`src/rtl/if_else_seq_pkg.sv`:
```
// if_else_seq_pkg
//   Shared definitions for the if/else segment sequencer:
//   - default WIDTH / N_ITER / DP_LAT values
//   - controller state encoding
//   - index/counter width helper (clog2 with a floor of 1 bit)
package if_else_seq_pkg;

    localparam int unsigned DEF_WIDTH  = 32;
    localparam int unsigned DEF_N_ITER = 16;
    localparam int unsigned DEF_DP_LAT = 2;

    typedef enum logic [2:0] {
        ST_IDLE,
        ST_FETCH,
        ST_WAIT,
        ST_EMIT,
        ST_DONE
    } seq_state_t;

    // Width needed to hold 0..n-1, never less than one bit.
    function automatic int unsigned idx_width(input int unsigned n);
        return (n <= 2) ? 1 : $clog2(n);
    endfunction

endpackage

```
`src/rtl/if_else_seq_timer.sv`:
```
// if_else_seq_timer
//   Datapath latency timer. Loaded with DP_LAT-1 when an operand set is
//   accepted, then counts down once per enabled cycle. expire is high while
//   the count is zero, which marks the cycle in which the datapath result
//   is valid.
//   Ports:
//     clk    in   clock
//     reset  in   synchronous active-high reset (count -> 0)
//     load   in   reload the count with DP_LAT-1
//     step   in   decrement (saturates at zero)
//     expire out  count has reached zero
module if_else_seq_timer
    import if_else_seq_pkg::*;
#(
    parameter int unsigned DP_LAT = DEF_DP_LAT
) (
    input  logic clk,
    input  logic reset,
    input  logic load,
    input  logic step,
    output logic expire
);

    localparam int unsigned CW = idx_width(DP_LAT);

    logic [CW-1:0] count;

    always_ff @(posedge clk) begin
        if (reset) begin
            count <= '0;
        end else if (load) begin
            count <= CW'(DP_LAT - 1);
        end else if (step && (count != '0)) begin
            count <= count - 1'b1;
        end
    end

    assign expire = (count == '0);

endmodule

```
`src/rtl/if_else_seq_ctrl.sv`:
```
// if_else_seq_ctrl
//   Sequencer for one unrolled if/else segment datapath. Accepts N_ITER
//   operand sets over a valid/ready stream, presents each one on dp_* and
//   holds it for DP_LAT cycles, captures dp_result and emits it downstream
//   with its element index and a last flag.
//   Ports:
//     clk, reset           clock, synchronous active-high reset
//     start, abort         begin burst (IDLE only) / cancel burst
//     busy, done           not-idle status / one-cycle completion pulse
//     in_valid, in_ready   operand stream handshake
//     in_bit, in_ref, in_ref_m   condition word, if- and else-references
//     dp_input_bit, dp_ref, dp_ref_m   registered operands to datapath
//     dp_result            datapath combined result
//     out_valid, out_ready result stream handshake
//     out_data, out_idx, out_last      result, element index, final flag
module if_else_seq_ctrl
    import if_else_seq_pkg::*;
#(
    parameter int unsigned WIDTH  = DEF_WIDTH,
    parameter int unsigned N_ITER = DEF_N_ITER,
    parameter int unsigned DP_LAT = DEF_DP_LAT,
    parameter int unsigned IDXW   = idx_width(N_ITER)
) (
    input  logic             clk,
    input  logic             reset,
    input  logic             start,
    input  logic             abort,
    output logic             busy,
    output logic             done,
    input  logic             in_valid,
    output logic             in_ready,
    input  logic [WIDTH-1:0] in_bit,
    input  logic [WIDTH-1:0] in_ref,
    input  logic [WIDTH-1:0] in_ref_m,
    output logic [WIDTH-1:0] dp_input_bit,
    output logic [WIDTH-1:0] dp_ref,
    output logic [WIDTH-1:0] dp_ref_m,
    input  logic [WIDTH-1:0] dp_result,
    output logic             out_valid,
    input  logic             out_ready,
    output logic [WIDTH-1:0] out_data,
    output logic [IDXW-1:0]  out_idx,
    output logic             out_last
);

    localparam logic [IDXW-1:0] LAST_IDX = IDXW'(N_ITER - 1);

    seq_state_t      state, state_next;
    logic [IDXW-1:0] idx;

    logic burst_go;   // IDLE -> FETCH, clear index
    logic load_dp;    // operand handshake
    logic capture;    // latch datapath result
    logic pop;        // result handshake
    logic advance;    // move to next element
    logic lat_step;
    logic lat_expire;

    if_else_seq_timer #(
        .DP_LAT(DP_LAT)
    ) u_timer (
        .clk   (clk),
        .reset (reset),
        .load  (load_dp),
        .step  (lat_step),
        .expire(lat_expire)
    );

    always_ff @(posedge clk) begin
        if (reset) begin
            state <= ST_IDLE;
        end else begin
            state <= state_next;
        end
    end

    // Abort overrides everything: it forces IDLE and suppresses every strobe,
    // so in_ready and done are also masked in the abort cycle.
    always_comb begin
        state_next = state;
        busy       = (state != ST_IDLE);
        done       = 1'b0;
        in_ready   = 1'b0;
        burst_go   = 1'b0;
        load_dp    = 1'b0;
        capture    = 1'b0;
        pop        = 1'b0;
        advance    = 1'b0;
        lat_step   = 1'b0;
        if (abort) begin
            state_next = ST_IDLE;
        end else begin
            unique case (state)
                ST_IDLE: begin
                    if (start) begin
                        burst_go   = 1'b1;
                        state_next = ST_FETCH;
                    end
                end
                ST_FETCH: begin
                    in_ready = 1'b1;
                    if (in_valid) begin
                        load_dp    = 1'b1;
                        state_next = ST_WAIT;
                    end
                end
                ST_WAIT: begin
                    lat_step = 1'b1;
                    if (lat_expire) begin
                        capture    = 1'b1;
                        state_next = ST_EMIT;
                    end
                end
                ST_EMIT: begin
                    if (out_ready) begin
                        pop = 1'b1;
                        if (out_last) begin
                            state_next = ST_DONE;
                        end else begin
                            advance    = 1'b1;
                            state_next = ST_FETCH;
                        end
                    end
                end
                ST_DONE: begin
                    done       = 1'b1;
                    state_next = ST_IDLE;
                end
                default: state_next = ST_IDLE;
            endcase
        end
    end

    always_ff @(posedge clk) begin
        if (reset) begin
            idx          <= '0;
            dp_input_bit <= '0;
            dp_ref       <= '0;
            dp_ref_m     <= '0;
            out_valid    <= 1'b0;
            out_data     <= '0;
            out_idx      <= '0;
            out_last     <= 1'b0;
        end else begin
            if (burst_go) begin
                idx <= '0;
            end else if (advance && (idx != LAST_IDX)) begin
                idx <= idx + 1'b1;
            end
            if (load_dp) begin
                dp_input_bit <= in_bit;
                dp_ref       <= in_ref;
                dp_ref_m     <= in_ref_m;
            end
            if (capture) begin
                out_data  <= dp_result;
                out_valid <= 1'b1;
                out_idx   <= idx;
                out_last  <= (idx == LAST_IDX);
            end
            if (pop || abort) begin
                out_valid <= 1'b0;
            end
        end
    end

endmodule

```
`config.mk`:
```
export PLATFORM = sky130hd
export DESIGN_NAME = if_else_seq_ctrl
export DESIGN_NICKNAME = d
export VERILOG_FILES = /design/src/rtl/if_else_seq_pkg.sv /design/src/rtl/if_else_seq_timer.sv /design/src/rtl/if_else_seq_ctrl.sv
export SDC_FILE = /design/constraint.sdc
export NUM_CORES = 1
export LEC_CHECK = 0
export BUFFER_PORTS_ARGS = -buffer_cell sky130_fd_sc_hd__buf_2
export CAP_MARGIN = 20
export CORE_MARGIN = 1
export CORE_UTILIZATION = 44
export CTS_CLUSTER_DIAMETER = 50
export DETAILED_ROUTE_END_ITERATION = 10
export PLACE_DENSITY = 0.79
export SYNTH_ARGS = -nofsm -noshare
export SYNTH_HDL_FRONTEND = slang
export SYNTH_SLANG_ARGS = --single-unit
export TNS_END_PERCENT = 20
```
`constraint.sdc`:
```
create_clock -name clk -period 2.1 [get_ports clk]
set_clock_uncertainty 0.1 [all_clocks]
set_input_delay 0.21 -clock clk [delete_from_list [all_inputs] [get_ports clk]]
set_output_delay 0.21 -clock clk [all_outputs]
set_load 0.1 [all_outputs]
```
# ---- After elaboration in Yosys (flattened, before gate mapping)
# Cells that the tools add are included.
dict set report totals {
  regBits 142
  out_inout_bits 137
  word_cells 62
}
dict set report op_classes {
  n_addsub 2
  n_eq_ne 10
  mux 30
  n_reduce_logical 10
}
# op count
set ops {}
lappend ops {{$mux 1} 24}
lappend ops {{$mux 3} 5}
lappend ops {{$pmux 3 s4} 1}
lappend ops {{$ne 2x2->1 const B} 4}
lappend ops {{$eq 3x2->1 const B} 2}
lappend ops {{$reduce_or 2->1} 3}
lappend ops {{$add 4x1->4 const B} 1}
lappend ops {{$eq 4x4->1 const B} 1}
lappend ops {{$ne 4x4->1 const B} 1}
lappend ops {{$reduce_and 4->1} 1}
lappend ops {{$eq 3x1->1 const B} 1}
lappend ops {{$eq 3x3->1 const B} 1}
lappend ops {{$logic_not 3->1} 1}
lappend ops {{$reduce_bool 3->1} 1}
lappend ops {{$logic_and 1x1->1} 2}
lappend ops {{$reduce_bool 2->1} 1}
lappend ops {{$logic_or 1x1->1} 1}
lappend ops {{$sub 1x1->1 const B} 1}

# ---- Logic depth before layout (Yosys ltp)
# Gate-level depths: netlist of run 1.
dict set report logic_depth {
  depth_word 6
  depth_mapped 8
  mapped_depth_nobuf 5
}

# ---- Hierarchy
# Synthesis of run 1 repeated with hierarchy kept, for this count alone.
dict set report hier_totals {
  cells_unflattened 674
  area_unflattened_um2 5540.3
}
# mod instances cells_each area_per_inst_um2 seq_area_each_um2
set by_module_without_submodules {}
lappend by_module_without_submodules {if_else_seq_ctrl 1 669 5497.8 2822.7}
lappend by_module_without_submodules {if_else_seq_timer 1 5 42.5 20.0}

# ---- Worst setup path after synthesis of run 1
# Ideal clock, no wire load.
dict set report synth_timing {
  path_kind {flip-flop to flip-flop}
  start {register state[1]}
  end {register dp_ref[10]}
  arrival_ps 4914
  setup_slack_ps -3047
  path_stages_with_launch 8
  path_buffers 3
  period_less_slack_ps 5147
  cell_sequence {dfxtp_1 > buf_2 > nor4b_1 > nand2_1 > clkbuf_1 > clkbuf_1 > nand2_1 > a21oi_1}
}
dict set report synth_between {
  elab_chain_len 3
}
# element line
set synth_lines {}
lappend synth_lines {{start: declaration} if_else_seq_ctrl.sv:48} ;# seq_state_t state, state_next;
lappend synth_lines {{start signal: assignment} if_else_seq_ctrl.sv:73} ;# state <= state_next;
lappend synth_lines {{$eq 3x1->1} if_else_seq_ctrl.sv:93} ;# unique case (state)
lappend synth_lines {{$mux 1} if_else_seq_ctrl.sv:93}
lappend synth_lines {{$mux 1} if_else_seq_ctrl.sv:90} ;# if (abort) begin
lappend synth_lines {{end signal: assignment} if_else_seq_ctrl.sv:152} ;# dp_ref <= in_ref;
lappend synth_lines {{end: declaration} if_else_seq_ctrl.sv:36} ;# output logic [WIDTH-1:0] dp_ref,
# No other way between the ends.
# A chain may end at the register's enable or synchronous reset.

# ---- Final worst setup path of run 1
dict set report layout_timing {
  start {register state[2]}
  end {output port busy}
}
dict set report layout_between {
  elab_chain_len 1
}
# element line
set layout_lines {}
lappend layout_lines {{$reduce_bool 3->1} if_else_seq_ctrl.sv:81} ;# busy = (state != ST_IDLE);
lappend layout_lines {{end: declaration} if_else_seq_ctrl.sv:28} ;# output logic busy,
# No other way between the ends.

==> impl_metrics.csv, run 1 <==
group,metric,value,unit
synth,synth-edff-count,0,
setup_path,critPathMaxStageDelay,0.51,ns
synth,syn_nets,772,
drt,detail-route-antenna-nets,0,
pwr,leakage_dissipation,3.733,nW
setup_path,path_buf_inv,2,
synth,synth.avg_cell_area,7.900,sq um
pwr,power_consumption,6.568,mW
pwr,p_comb_share,11.6,%
synth,synth_top_cell_area_share,56.49,%
run,drv.max_cap_violation_count,0,
pwr,sw_frac_of_total,23.75,%
synth,synth_seq_area_share,56.49,%
synth,synth_largest_area_cell,"dfxtp_1",
hold_path,hold_path_depth,3,
clocking,clkSinkCount,142,
setup_path,worst_r2r_endpoint,"idx[3]",
clocking,root_buffer,"clkbuf_16",
floorplanning,placeable_area,10980,sq um
hold_path,hold-path-endpoint,"state[1]",
timing,final.setup.tns,0,ns
pwr,fraction_of_power_consumed_by_the_clock_network,46.6,%
synth,ys_warn_count,0,
placement,globalplace.congestion,0.8228,
pwr,power.internal,5.008,mW
global_route,globalRoute.totalOverflow,0,
drt,post_drt_via_cell_ratio,4.979,
synth,async_flop_share,0,%
global_route,gr-usage-met2,49.73,%
setup_path,rrSetupSlack,0.16,ns
global_route,antenna_violations_before_repair,0,
timing,timing.slew.headroom,54.06,%
clocking,ctsHtreeMaxLevel,4,
setup_path,critical-path-slowest-cell,"or3_2",
drt,routed_wl,17.77,mm
setup_path,worst-endpoint-arrival,1.71,ns
global_route,grt_first_pass_wirelength,26.68,mm
finish,fin_util,76.79,%
setup_path,critical_path_peak_fanout,8,
timing,finalCriticalPeriod,2.023,ns
clocking,cts-buffers-inserted,17,
finish,layout-drive-gt1-share,31.10,%
setup_path,cp_data_required_time,1.79,ns
floorplanning,design.portCount,271,
clocking,ctsLongestPathBuffers,2,
setup_path,path_cells,"buf_4, or3_2, buf_2",
global_route,grt_use_total,29.36,%
pwr,switching_pwr,1.560,mW
global_route,global_route.usage.met3,10.10,%
floorplanning,initial_utilization,45.82,%
global_route,largest_net_degree_at_the_start_of_global_routing,97,
setup_path,crit_path_start,"state[2]",
drt,vias,5825,
pwr,powerDensity,778.7,nW/um^2
drt,residual_drc,0,
synth,yosys_register_bits,142,
setup_path,crit_path_start_kind,"flip-flop",
placement,hpwl,8.806,mm
hold_path,holdCritStartpoint,"start",
global_route,gr-usage-met1,29.98,%
placement,place.port_buffers,270,
hold_path,hold_path_class,"input pin to flip-flop",
floorplanning,die_h,108.9,um
timing,grt_setup_unrepaired,"no",
outcome,outcome,"complete, no violations",
setup_path,r2r-start,"state[2]",
timing,min_period_over_period,96.31,%
pwr,worst_vdd_ir,697.4,uV
clocking,cts_tree,"yes",
synth,synth.cell_area,5032,sq um
global_route,top_usage_layer,"met2",
floorplanning,fp.dieW,108.9,um
clocking,worst_skew_pair_later_pin_latency,0.41,ns
setup_path,worst_r2r_path_depth,4,
drt,drtIter0Drc,475,
timing,max_slew.worst_pin.slew,0.6891,ns
setup_path,worstSetupEndpointType,"primary output",
setup_path,criticalPathCategory,"flip-flop to primary output",
synth,netlist_top_cells_area,"dfxtp_1, nand2_1, a21oi_1, clkbuf_1, buf_2",
synth,synth_flop_cell,"dfxtp_1",
setup_path,crit_family,"simple AND/OR/NAND/NOR gates",
finish,layout-area-overhead-vs-synth,67.60,%
timing,setup-violations-final,0,
finish,final_nets,1151,
global_route,first_global_vias,5692,
timing,max_freq,494.4,MHz
floorplanning,design.die.area,11870,sq um
pwr,power.share.sequential,41.8,%
drt,drt_pass1_iterations,5,
floorplanning,floorplan.rows,38,
clocking,clk_transition_reported_paths,0.06,ns
synth,synth.lib_cells_used.distinct,34,
timing,maxSlewViolCount,0,
timing,hold_viol_final,0,
synth,synthCells,637,
drt,routed_wire_length_per_instance,15.19,um
-- flip-flops by register name, indices dropped and copies added (netlist names) --
signal	count
out_idx	4
out_last	1
dp_ref	32
out_data	32
out_valid	1
state	3
dp_input_bit	32
dp_ref_m	32
idx	4
u_timer.count	1
-- stage by stage --
step                setup WS (ns)  hold slack, ns  cell area [sq um]  cells
floorplan                 -0.4173          0.1893               5129    637
global placement           0.1607          0.3385               6510   1008
detailed placement         0.1287          0.3430               6510   1008
CTS                       0.01175         0.02213               8422   1170
global route              0.03516         0.05173               8432   1169
finish                    0.07740         0.04169               8434   1170
-- metal layers --
layer	up-vias	wire [um]
li1	2821	-
met1	2617	6450
met2	296	8830
met3	91	1498
met4	0	989
met5	-	0
-- synthesized netlist by cell type, types with 2 or more instances --
library cell  instances
a21oi_1             137
buf_1                 2
buf_2                13
buf_4                 2
clkbuf_1             29
dfxtp_1             142
mux2i_1               4
nand2_1             269
nand3_1               2
nor2_1                8
nor3_1                3
nor4b_1               2
o21ai_0               2
or2_2                 2
-- cells in the final DEF, fill, tap and decap left out, types with 4 or more instances in the layout --
cell type      netlist  layout
a21oi_1            137     136
clkbuf_8             0       7
buf_12               0       6
mux2i_1              4       4
dlygate4sd3_1        0     129
nor2_1               8       7
clkbuf_16            0      17
buf_4                2       4
buf_2               13     266
dfxtp_1            142     141
nand2_1            269     268
-- power groups by stage --
stage / Combinational (mW) / Sequential [mW] / Clock (mW)
after floorplan: 0.142 / 3.02 / 0
after global placement: 0.544 / 2.80 / 0
after detailed placement: 0.545 / 2.80 / 0
after CTS: 0.734 / 2.75 / 3.10
after global routing: 0.797 / 2.75 / 3.23
final: 0.759 / 2.75 / 3.06
-- what timing repair did --
item,in CTS,in global routing
buffers inserted,0,0
hold buffers,130,0
hold endpoints to repair,130,0
endpoints found under the setup margin,1,3
gates resized for setup,1,5
gates cloned,0,0
-- tightest hold or removal path, stage by stage --
cell	delay, ns
buf_2	0.09
mux2i_1	0.08
a21oi_1	0.14
-- how the worst max path moves through the flow --
| stage | depth (start not counted) | slack (ns) | endpoint |
|---|---|---|---|
| 6_report | 3 | 0.08 | busy |
| 3_5_place_dp | 5 | 0.13 | idx[3] |
| 2_1_floorplan | 8 | -0.42 | dp_ref[10] |
| 3_3_place_gp | 5 | 0.16 | idx[3] |
| 5_1_grt | 3 | 0.04 | busy |
| 4_1_cts | 6 | 0.01 | idx[3] |
-- layout make-up --
type	count	area (sq um)
Tap cell	140	175.2
Inverter	1	3.754
Multi-Input combinational cell	447	2008
Antenna cell	1	2.502
Sequential cell	142	2844
Fill cell	684	2549
Clock inverter	5	75.07
Clock buffer	27	533.0
Timing Repair Buffer	407	2793
-- cell families after synthesis --
| group | count (synthesis) | share of synthesized area (%) |
|---|---|---|
| compound gates | 144 | 14.69 |
| flops | 142 | 56.49 |
| simple gates | 297 | 23.40 |
| mux | 4 | 0.7957 |
| xor+xnor | 1 | 0.1741 |
| fa+ha+maj | 1 | 0.2486 |
| buf+inv | 48 | 4.202 |
No activity file was read; power rests on OpenSTA's default activity.
==> run 2, diff against run 1 <==
- CORE_UTILIZATION: 44 -> 40
- HOLD_SLACK_MARGIN: default -> 0.06
- PLACE_DENSITY: 0.79 -> 0.73
==> impl_metrics.csv, run 2 (same netlist as run 1, synthesis figures left out) <==
group,metric,value,unit
timing,finalHoldWorstSlack,0.1246,ns
timing,finalCriticalPeriod,2.088,ns
timing,setup-violations-final,0,
setup_path,critPathMaxStageDelay,0.53,ns
drt,residual_drc,0,
setup_path,worst-endpoint-arrival,2.33,ns
timing,grt_setup_unrepaired,"yes",
placement,place_worst_setup_slack,0.1347,ns
global_route,globalRoute.totalOverflow,0,
timing,post-route-worst-setup-slack,0.01163,ns
setup_path,critical_path_peak_fanout,6,
setup_path,worstSetupEndpointType,"flip-flop",
setup_path,crit_family,"simple AND/OR/NAND/NOR gates",
timing,max_freq,478.8,MHz
drt,routed_wl,17.90,mm
global_route,grt_first_pass_wirelength,26.86,mm
timing,min_period_over_period,99.45,%
setup_path,crit_path_start_kind,"input pin",
clocking,ctsLongestPathBuffers,2,
global_route,first_global_vias,5698,
drt,detail-route-antenna-nets,0,
global_route,antenna_violations_before_repair,1,
clocking,clkSinkCount,142,
drt,drt_pass1_iterations,5,
drt,vias,5889,
clocking,worst_skew_pair_later_pin_latency,0.41,ns
clocking,ctsHtreeMaxLevel,4,
timing,maxSlewViolCount,0,
finish,layout-area-overhead-vs-synth,68.92,%
drt,routed_wire_length_per_instance,14.83,um
finish,fin_util,69.90,%
finish,layout_common_cells,"nand2_1, buf_2, dfxtp_1",
setup_path,cp_data_required_time,2.34,ns
drt,post_drt_via_cell_ratio,4.879,
floorplanning,placeable_area,12160,sq um
global_route,grt_use_total,26.49,%
pwr,power_consumption,6.398,mW
placement,hpwl,9.550,mm
setup_path,criticalPathCategory,"input pin to flip-flop",
setup_path,critical-path-slowest-cell,"dlygate4sd3_1",
floorplanning,design.die.area,13030,sq um
outcome,outcome,"complete, no violations",
floorplanning,die_h,114.2,um
drt,drtIter0Drc,404,
timing,max_slew.worst_pin.slew,0.5182,ns
setup_path,path_cells,"dlygate4sd3_1, buf_2, or3b_4, or4_4, or3_1, a21oi_1",
placement,globalplace.congestion,0.7970,
placement,place.port_buffers,270,
floorplanning,fp.dieW,114.2,um
timing,final.setup.tns,0,ns
run,drv.max_cap_violation_count,0,
finish,layout.cells.most_common,"nand2_1",
pwr,powerDensity,752.6,nW/um^2
global_route,largest_net_degree_at_the_start_of_global_routing,53,
floorplanning,design.portCount,271,
floorplanning,floorplan.rows,40,
finish,fillers,901,
hold_path,hold_path_class,"input pin to flip-flop",
finish,layout-drive-gt1-share,31.12,%
finish,final_nets,1160,
timing,timing.slew.headroom,65.13,%
timing,hold_viol_final,0,
clocking,cts_tree,"yes",
clocking,root_buffer,"clkbuf_16",
clocking,cts-buffers-inserted,17,
setup_path,path_buf_inv,2,
floorplanning,initial_utilization,41.38,%
clocking,clk_transition_reported_paths,0.06,ns
pwr,worst_vdd_ir,531.0,uV
pwr,leakage_dissipation,3.761,nW
run 2: worst paths after layout:
check / slack [ns] / endpoint / cells after the start / startpoint
worst max-delay path: 0.01 / idx[3] / 6 / abort
worst min-delay path: 0.12 / out_last / 2 / reset
worst min register to register: 0.35 / out_data[9] / 2 / out_data[9]
worst max register to register: 0.18 / dp_input_bit[6] / 6 / state[2]
run 2: layer usage:
| metal | share of wire, % | GRT usage, % | up-vias |
|---|---|---|---|
| met1 | 38 | 27.48 | 2713 |
| met4 | 3.5 | 14.55 | 0 |
| met3 | 7.3 | 7.729 | 56 |
| met5 | 0 | 0 | - |
| met2 | 51 | 47.92 | 278 |
| li1 | - | - | 2842 |
run 2: through the flow:
step | cell area, sq um | std cells
global placement | 6615 | 1043
CTS | 8496 | 1206
floorplan | 5129 | 637
global route | 8501 | 1207
detailed placement | 6615 | 1043
finish | 8501 | 1207
run 2: repair_timing:
item,CTS,global route
resized for setup,1,1
hold buffers,131,0
endpoints found under the setup margin,1,2
endpoints found under the hold margin,131,0
setup buffers,0,0
run 2: area by class of cell:
type | count | area (sq um) | area share (%)
multi-input cells | 447 | 2004 | 23.58
clock buffers | 27 | 513.0 | 6.035
diodes | 1 | 2.502 | 0.02944
well taps | 168 | 210.2 | 2.473
repair buffers | 416 | 2870 | 33.77
clock inverters | 5 | 53.80 | 0.6329
flip-flops and latches | 142 | 2843 | 33.44
inverters | 1 | 3.754 | 0.04416
run 2: power by group:
part	total (mW)	leakage [nW]	switching, mW	internal, mW
combinational	0.774	2.33	0.454	0.321
clock	2.88	0.281	1.09	1.79
sequential	2.74	1.15	0.0168	2.73
total	6.40	3.76	1.56	4.83
